### src/rtl/store_buffer_if.sv
// Store, load-probe and BRAM port-B signals between the pipeline and the store buffer.
// The master side is the pipeline and the memory port; the slave side is the buffer.
interface store_buffer_if #(
    parameter int ADDR_WIDTH = 32,
    parameter int MEM_AWIDTH = 12
);
    logic                  st_valid;
    logic [ADDR_WIDTH-1:0] st_addr;
    logic [3:0]            st_web;
    logic [31:0]           st_dib;
    logic                  st_ready;

    logic                  ld_valid;
    logic [ADDR_WIDTH-1:0] ld_addr;
    logic                  ld_conflict;

    logic                  mem_busy;
    logic                  mem_en;
    logic [3:0]            mem_we;
    logic [MEM_AWIDTH-1:0] mem_addr;
    logic [31:0]           mem_din;

    modport master (
        output st_valid, st_addr, st_web, st_dib, ld_valid, ld_addr, mem_busy,
        input  st_ready, ld_conflict, mem_en, mem_we, mem_addr, mem_din
    );

    modport slave (
        input  st_valid, st_addr, st_web, st_dib, ld_valid, ld_addr, mem_busy,
        output st_ready, ld_conflict, mem_en, mem_we, mem_addr, mem_din
    );
endinterface

### src/rtl/store_buffer.sv
// Posted-write buffer: queues byte-enabled stores, coalesces into the youngest entry, retires to BRAM port B.
// Latency: a store can retire the cycle after acceptance; port-B outputs are combinational from the head entry.
// Backpressure: st_ready drops only when full, not coalescing and not draining; loads hitting pending words raise ld_conflict.
module store_buffer #(
    parameter int DEPTH      = 4,
    parameter int ADDR_WIDTH = 32,
    parameter int MEM_AWIDTH = 12
) (
    input  logic             clk,
    input  logic             rst,
    store_buffer_if.slave    sb,
    output logic             empty,
    output logic             full
);
    localparam int PW = (DEPTH > 1) ? $clog2(DEPTH) : 1;
    localparam int CW = PW + 1;
    localparam int WA = ADDR_WIDTH - 2;

    logic [WA-1:0] ent_addr [DEPTH];
    logic [3:0]    ent_web  [DEPTH];
    logic [31:0]   ent_data [DEPTH];

    logic [PW-1:0] head, tail, tail_m1;
    logic [CW-1:0] count;

    logic          drain, st_live, can_coalesce;
    logic          do_coalesce, do_push, do_pop;
    logic          ld_hit;
    logic [PW-1:0] offset;
    logic [WA-1:0] st_wa, ld_wa;
    logic          unused_low_bits;

    assign unused_low_bits = ^{sb.st_addr[1:0], sb.ld_addr[1:0]};

    always_comb begin
        st_wa   = sb.st_addr[ADDR_WIDTH-1:2];
        ld_wa   = sb.ld_addr[ADDR_WIDTH-1:2];
        tail_m1 = tail - PW'(1);
        empty   = (count == '0);
        full    = (count == CW'(DEPTH));
        // Reset blocks the retire so a reset cycle never leaves a half-done write.
        drain   = !empty && !sb.mem_busy && !rst;
        // The youngest entry is off limits once it is the one being popped.
        can_coalesce = !empty && (ent_addr[tail_m1] == st_wa) &&
                       !((count == CW'(1)) && drain);
        st_live      = sb.st_valid && (sb.st_web != 4'b0000);
        sb.st_ready  = (sb.st_web == 4'b0000) || can_coalesce || !full || drain;
        do_coalesce  = st_live && can_coalesce;
        do_push      = st_live && !can_coalesce && (!full || drain);
        do_pop       = drain;

        sb.mem_en   = drain;
        sb.mem_we   = drain ? ent_web[head] : 4'b0000;
        sb.mem_addr = drain ? ent_addr[head][MEM_AWIDTH-1:0] : '0;
        sb.mem_din  = drain ? ent_data[head] : 32'h0;
    end

    always_comb begin
        ld_hit = 1'b0;
        offset = '0;
        for (int i = 0; i < DEPTH; i++) begin
            offset = PW'(i) - head;
            if (({1'b0, offset} < count) && (ent_addr[i] == ld_wa)) begin
                ld_hit = 1'b1;
            end
        end
        sb.ld_conflict = sb.ld_valid && ld_hit;
    end

    always_ff @(posedge clk) begin
        if (rst) begin
            head  <= '0;
            tail  <= '0;
            count <= '0;
            for (int i = 0; i < DEPTH; i++) begin
                ent_web[i] <= 4'b0000;
            end
        end else begin
            if (do_pop) begin
                head <= head + PW'(1);
            end
            if (do_push) begin
                ent_addr[tail] <= st_wa;
                ent_web[tail]  <= sb.st_web;
                ent_data[tail] <= sb.st_dib;
                tail           <= tail + PW'(1);
            end
            if (do_coalesce) begin
                ent_web[tail_m1] <= ent_web[tail_m1] | sb.st_web;
                for (int b = 0; b < 4; b++) begin
                    if (sb.st_web[b]) begin
                        ent_data[tail_m1][8*b +: 8] <= sb.st_dib[8*b +: 8];
                    end
                end
            end
            count <= count + CW'(do_push) - CW'(do_pop);
        end
    end
endmodule

### src/flat_wrapper.sv
// flat-port wrapper written by rule: the top's interface ports become plain ports
module store_buffer_flat 
#(
    parameter int DEPTH      = 4,
    parameter int ADDR_WIDTH = 32,
    parameter int MEM_AWIDTH = 12
)
  (clk, rst, empty, full, sb_st_valid, sb_st_addr, sb_st_web, sb_st_dib, sb_ld_valid, sb_ld_addr, sb_mem_busy, sb_st_ready, sb_ld_conflict, sb_mem_en, sb_mem_we, sb_mem_addr, sb_mem_din);
  store_buffer_if #(.ADDR_WIDTH(ADDR_WIDTH), .MEM_AWIDTH(MEM_AWIDTH)) sb_i ();
  input  logic clk;
  input  logic rst;
  output logic empty;
  output logic full;
  input wire logic [$bits(sb_i.st_valid)-1:0] sb_st_valid;
  input wire logic [$bits(sb_i.st_addr)-1:0] sb_st_addr;
  input wire logic [$bits(sb_i.st_web)-1:0] sb_st_web;
  input wire logic [$bits(sb_i.st_dib)-1:0] sb_st_dib;
  input wire logic [$bits(sb_i.ld_valid)-1:0] sb_ld_valid;
  input wire logic [$bits(sb_i.ld_addr)-1:0] sb_ld_addr;
  input wire logic [$bits(sb_i.mem_busy)-1:0] sb_mem_busy;
  output wire logic [$bits(sb_i.st_ready)-1:0] sb_st_ready;
  output wire logic [$bits(sb_i.ld_conflict)-1:0] sb_ld_conflict;
  output wire logic [$bits(sb_i.mem_en)-1:0] sb_mem_en;
  output wire logic [$bits(sb_i.mem_we)-1:0] sb_mem_we;
  output wire logic [$bits(sb_i.mem_addr)-1:0] sb_mem_addr;
  output wire logic [$bits(sb_i.mem_din)-1:0] sb_mem_din;
  assign sb_i.st_valid = sb_st_valid;
  assign sb_i.st_addr = sb_st_addr;
  assign sb_i.st_web = sb_st_web;
  assign sb_i.st_dib = sb_st_dib;
  assign sb_i.ld_valid = sb_ld_valid;
  assign sb_i.ld_addr = sb_ld_addr;
  assign sb_i.mem_busy = sb_mem_busy;
  assign sb_st_ready = sb_i.st_ready;
  assign sb_ld_conflict = sb_i.ld_conflict;
  assign sb_mem_en = sb_i.mem_en;
  assign sb_mem_we = sb_i.mem_we;
  assign sb_mem_addr = sb_i.mem_addr;
  assign sb_mem_din = sb_i.mem_din;
  store_buffer #(.DEPTH(DEPTH), .ADDR_WIDTH(ADDR_WIDTH), .MEM_AWIDTH(MEM_AWIDTH)) u_core (.clk(clk), .rst(rst), .sb(sb_i), .empty(empty), .full(full));
endmodule
### config.mk
export PLATFORM = sky130hd
export DESIGN_NAME = store_buffer_flat
export DESIGN_NICKNAME = d
export VERILOG_FILES = /design/src/rtl/store_buffer_if.sv /design/src/rtl/store_buffer.sv /design/src/flat_wrapper.sv
export SDC_FILE = /design/constraint.sdc
export NUM_CORES = 1
export LEC_CHECK = 0
export CAP_MARGIN = 0
export CORE_AREA = 2 2 186 188
export CTS_CLUSTER_DIAMETER = 80
export DETAILED_ROUTE_END_ITERATION = 10
export DIE_AREA = 0 0 188 190
export PLACE_DENSITY_LB_ADDON = 0.25
export RECOVER_POWER = 50
export SYNTH_ARGS = -nofsm -noshare
export SYNTH_HDL_FRONTEND = slang
export SYNTH_SLANG_ARGS = --single-unit
### constraint.sdc
create_clock -name clk -period 10.75 [get_ports clk]
set_clock_uncertainty 0.2 [all_clocks]
set_input_delay 3.225 -clock clk [delete_from_list [all_inputs] [get_ports clk]]
set_output_delay 3.225 -clock clk [all_outputs]
set_load 0.005 [all_outputs]
==> reports/qor.csv <==
stage,metric,value,unit
run_status,status,"complete, but fails checks",
run_status,failing checks,"max-capacitance violations, max-slew violations",
cells_and_area,area of the multi-input gates,4840,um2
cells_and_area,share of cells above drive strength 1,12.8,%
synthesis,Synth top cells by count,"edfxtp_1, xnor2_1, mux4_2, and2_1, xor2_1",
synthesis,Synth area leaders,"edfxtp_1, mux4_2, xnor2_1",
place,post-detail-place hpwl,24000,um
synthesis,Post-Synth Simple-Gate Area,7.34,%
setup_path,CP max-delay cell,nor4_1,
floorplan,core area,33900,um2
setup_path,CP endpoint,sb_st_ready,
synthesis,Post-Syn Instances,834,
setup_path,worst-path fanout max,8,
power_and_ir_drop,Leak,0.00522,uW
flow_run,Max-Cap Viols,1,
synthesis,Yosys warning total,0,
floorplan,Die ar.,35700,um2
setup_path,"reg-to-reg slack, setup",4.70,ns
global_routing,grt ovf,0,
synthesis,#FFs+latches synth,273,
cts,H-tree depth,1,
place,Final GP Congestion,0.872,
cts,clock buffer depth,3,
synthesis,Synth Area in XOR/XNOR,9.87,%
power_and_ir_drop,register share of total power,44.0,%
power_and_ir_drop,Peak supply drop,0.134,mV
power_and_ir_drop,total power,2940,uW
cts,clock latency on the worst-skew pair,0.56,ns
global_routing,pin count of the biggest net entering global routing,46,
sta,final setup TNS,0,ns
synthesis,top-count cell post-synth,edfxtp_1,
synthesis,Compound-Gate Fraction of Synth Area,4.54,%
synthesis,Synth Area in Adders,1.09,%
power_and_ir_drop,combinational fraction of design power,22.3,%
cts,"Clk pin slew, worst setup/hold paths",0.06,ns
drt,Via-to-Cell Ratio,5.43,
setup_path,Worst R2R Path Depth,10,
floorplan,die width,188,um
sta,Period minus WS final,10.06,ns
drt,initial drt markers,567,
cts,CTS Buf Count,30,
setup_path,FF-to-FF Start,u_core.tail[0],
drt,Pre-antenna DRT Iters,5,
setup_path,CP max stage delay,0.85,ns
sta,"Slew Viols, Final",10,
floorplan,DIE HEIGHT,190,um
cts,setup bufs post-CTS,0,
cells_and_area,final core utilization,47.8,%
synthesis,Mapped Area,13300,um2
min_path,worst min path class,reg2reg,
cts,root buffer cell,clkbuf_16,
min_path,hold wc startpoint,u_core.tail[1],
drt,Residual DRC,0,
drt,post-route ant nets,0,
synthesis,async set-reset flop share out of synthesis,0,%
synthesis,Syn Nets,950,
cells_and_area,filler instances,2938,
global_routing,initial antenna violation count,1,
setup_path,critical path cell sequence,dlygate4sd3_1 > clkbuf_1 > or3_1 > o21ai_0 > nor4_1 > and4b_1 > and2_0 > or3_1 > clkdlybuf4s50_1,
power_and_ir_drop,P_int,2140,uW
drt,WL final,34200,um
cts,hold-fix buffers at CTS,0,
synthesis,top_reg_cell synth,edfxtp_1,
min_path,Hold Path Stages,2,
setup_path,Worst Path Required,7.33,ns
sta,Worst-Margin Slew,2.21,ns
synthesis,Post-synth EDFFs,264,
synthesis,sequential fraction of the synthesis area,60.9,%
cells_and_area,nets,1104,
power_and_ir_drop,Sw Pwr,797,uW
cts,clk sinks,273,
synthesis,top-area cell type share of the netlist area,59.6,%
global_routing,vias in the first global route,7916,
cells_and_area,sequential cell area,8120,um2
setup_path,CP arrival,6.64,ns
sta,Worst slew margin,-51.1,%
place,Place WS,0.958,ns
setup_path,Startpoint Class,primary input,
sta,Final period util,93.6,%
synthesis,mux cell area share after synthesis,13.9,%
power_and_ir_drop,Sw Share,27.1,%
sta,Setup Viol. Count Final,0,
synthesis,post-synthesis cell type count,58,
setup_path,Crit. Startpoint,sb_st_addr[30],
global_routing,first-pass GRT wire length,50600,um
synthesis,"area leader, netlist",edfxtp_1,
sta,Max Fclk,99.4,MHz
synthesis,largest family of logic cells by synthesized area,multiplexers,
floorplan,row count,68,
sta,Fin. Hold Viols,0,
drt,Vias,7977,
setup_path,Setup crit end kind,output port,
place,I/O Buffers,153,
power_and_ir_drop,Clk network pwr share,33.7,%
floorplan,Initial Util,39.2,%
cells_and_area,P&R area growth vs syn,21.8,%
sta,setup ws final,0.688,ns
setup_path,most frequent CP cell,or3_1,
setup_path,WS Path Type,in2out,
power_and_ir_drop,Pwr per Cell Area,181,nW/um2
synthesis,average size of a mapped cell,16.0,um2
sta,worst hold margin,0.343,ns
setup_path,reg-to-reg endpoint,u_core.ent_data[2][9],
drt,wire per inst,23.3,um
global_routing,GR Util All Layers,19.0,%
cts,cts repair resizes,0,
sta,RSZ-0062 raised after global routing,false,
floorplan,I/O pin count,158,
cts,CTS tree,done,
[routing by layer]
layer	GRT usage [%]	share of wire, %	vias to the layer above
li1	-	-	3577
met1	27.2	45	4068
met2	30.1	47	277
met3	3.23	6.1	53
met4	5.33	2.5	2
met5	0	0.032	-
[layout by cell type, fill, tap and decap left out, drive strengths merged, types with 16 or more instances in the layout]
master and instances:
nor2 21, mux4 71, nand4 24, clkbuf 44, inv 16, dlygate4sd3 65
nor4 22, and2 53, xnor2 103, clkdlybuf4s50 88, edfxtp 264, xor2 47
mux2i 23
[power groups by stage]
stage	clock network, uW	registers [uW]	logic (uW)
detailed placement	0	1320	673
CTS	1010	1300	678
global placement	0	1320	671
finish	992	1290	656
global route	1050	1310	713
floorplan	0	1280	444
[metrics by stage]
stage	cell area, um2	instances
after floorplan	13300	834
after global placement	15300	1411
after detailed placement	15300	1411
after CTS	16300	1467
after global routing	16200	1467
final	16200	1468
[critical path, delay by kind of cell]
kind	cells	cell delay (ns)
and+or+nand+nor	5	1.93
buffers and inverters	3	1.34
AOI/OAI and AO/OA	1	0.12
[cells by family after synthesis]
| logic type | count (synthesis) |
|---|---|
| adder cells (fa/ha/maj) | 11 |
| flip-flops | 273 |
| AND/OR/NAND/NOR | 158 |
| multiplexers | 95 |
| buffers and inverters | 68 |
| AO/OA/AOI/OAI | 79 |
| XOR/XNOR | 150 |
[state kept, by name (all words and copies together), names as in the netlist, named ones only]
signal and count:
u_core.ent_data 128, u_core.ent_addr 120, u_core.ent_web 16, u_core.count 3, u_core.head 2, u_core.tail 2
[area by class of cell]
cell class              instances  share of cell area [%]
multi-input cells             493                    29.9
inverters                      16                   0.370
flip-flops and latches        273                    50.1
diodes                          1                  0.0154
repair buffers                174                    10.4
well taps                     455                    3.51
clock inverters                18                    1.00
clock buffers                  38                    4.82
[worst min path at each step]
stage	slack [ns]	endpoint
finish	0.34	u_core.tail[1]
global route	0.37	u_core.tail[1]
floorplan	0.29	u_core.tail[1]
CTS	0.34	u_core.tail[1]
global placement	0.33	u_core.tail[1]
detailed placement	0.33	u_core.tail[1]
(Power assumes the default switching activity.)
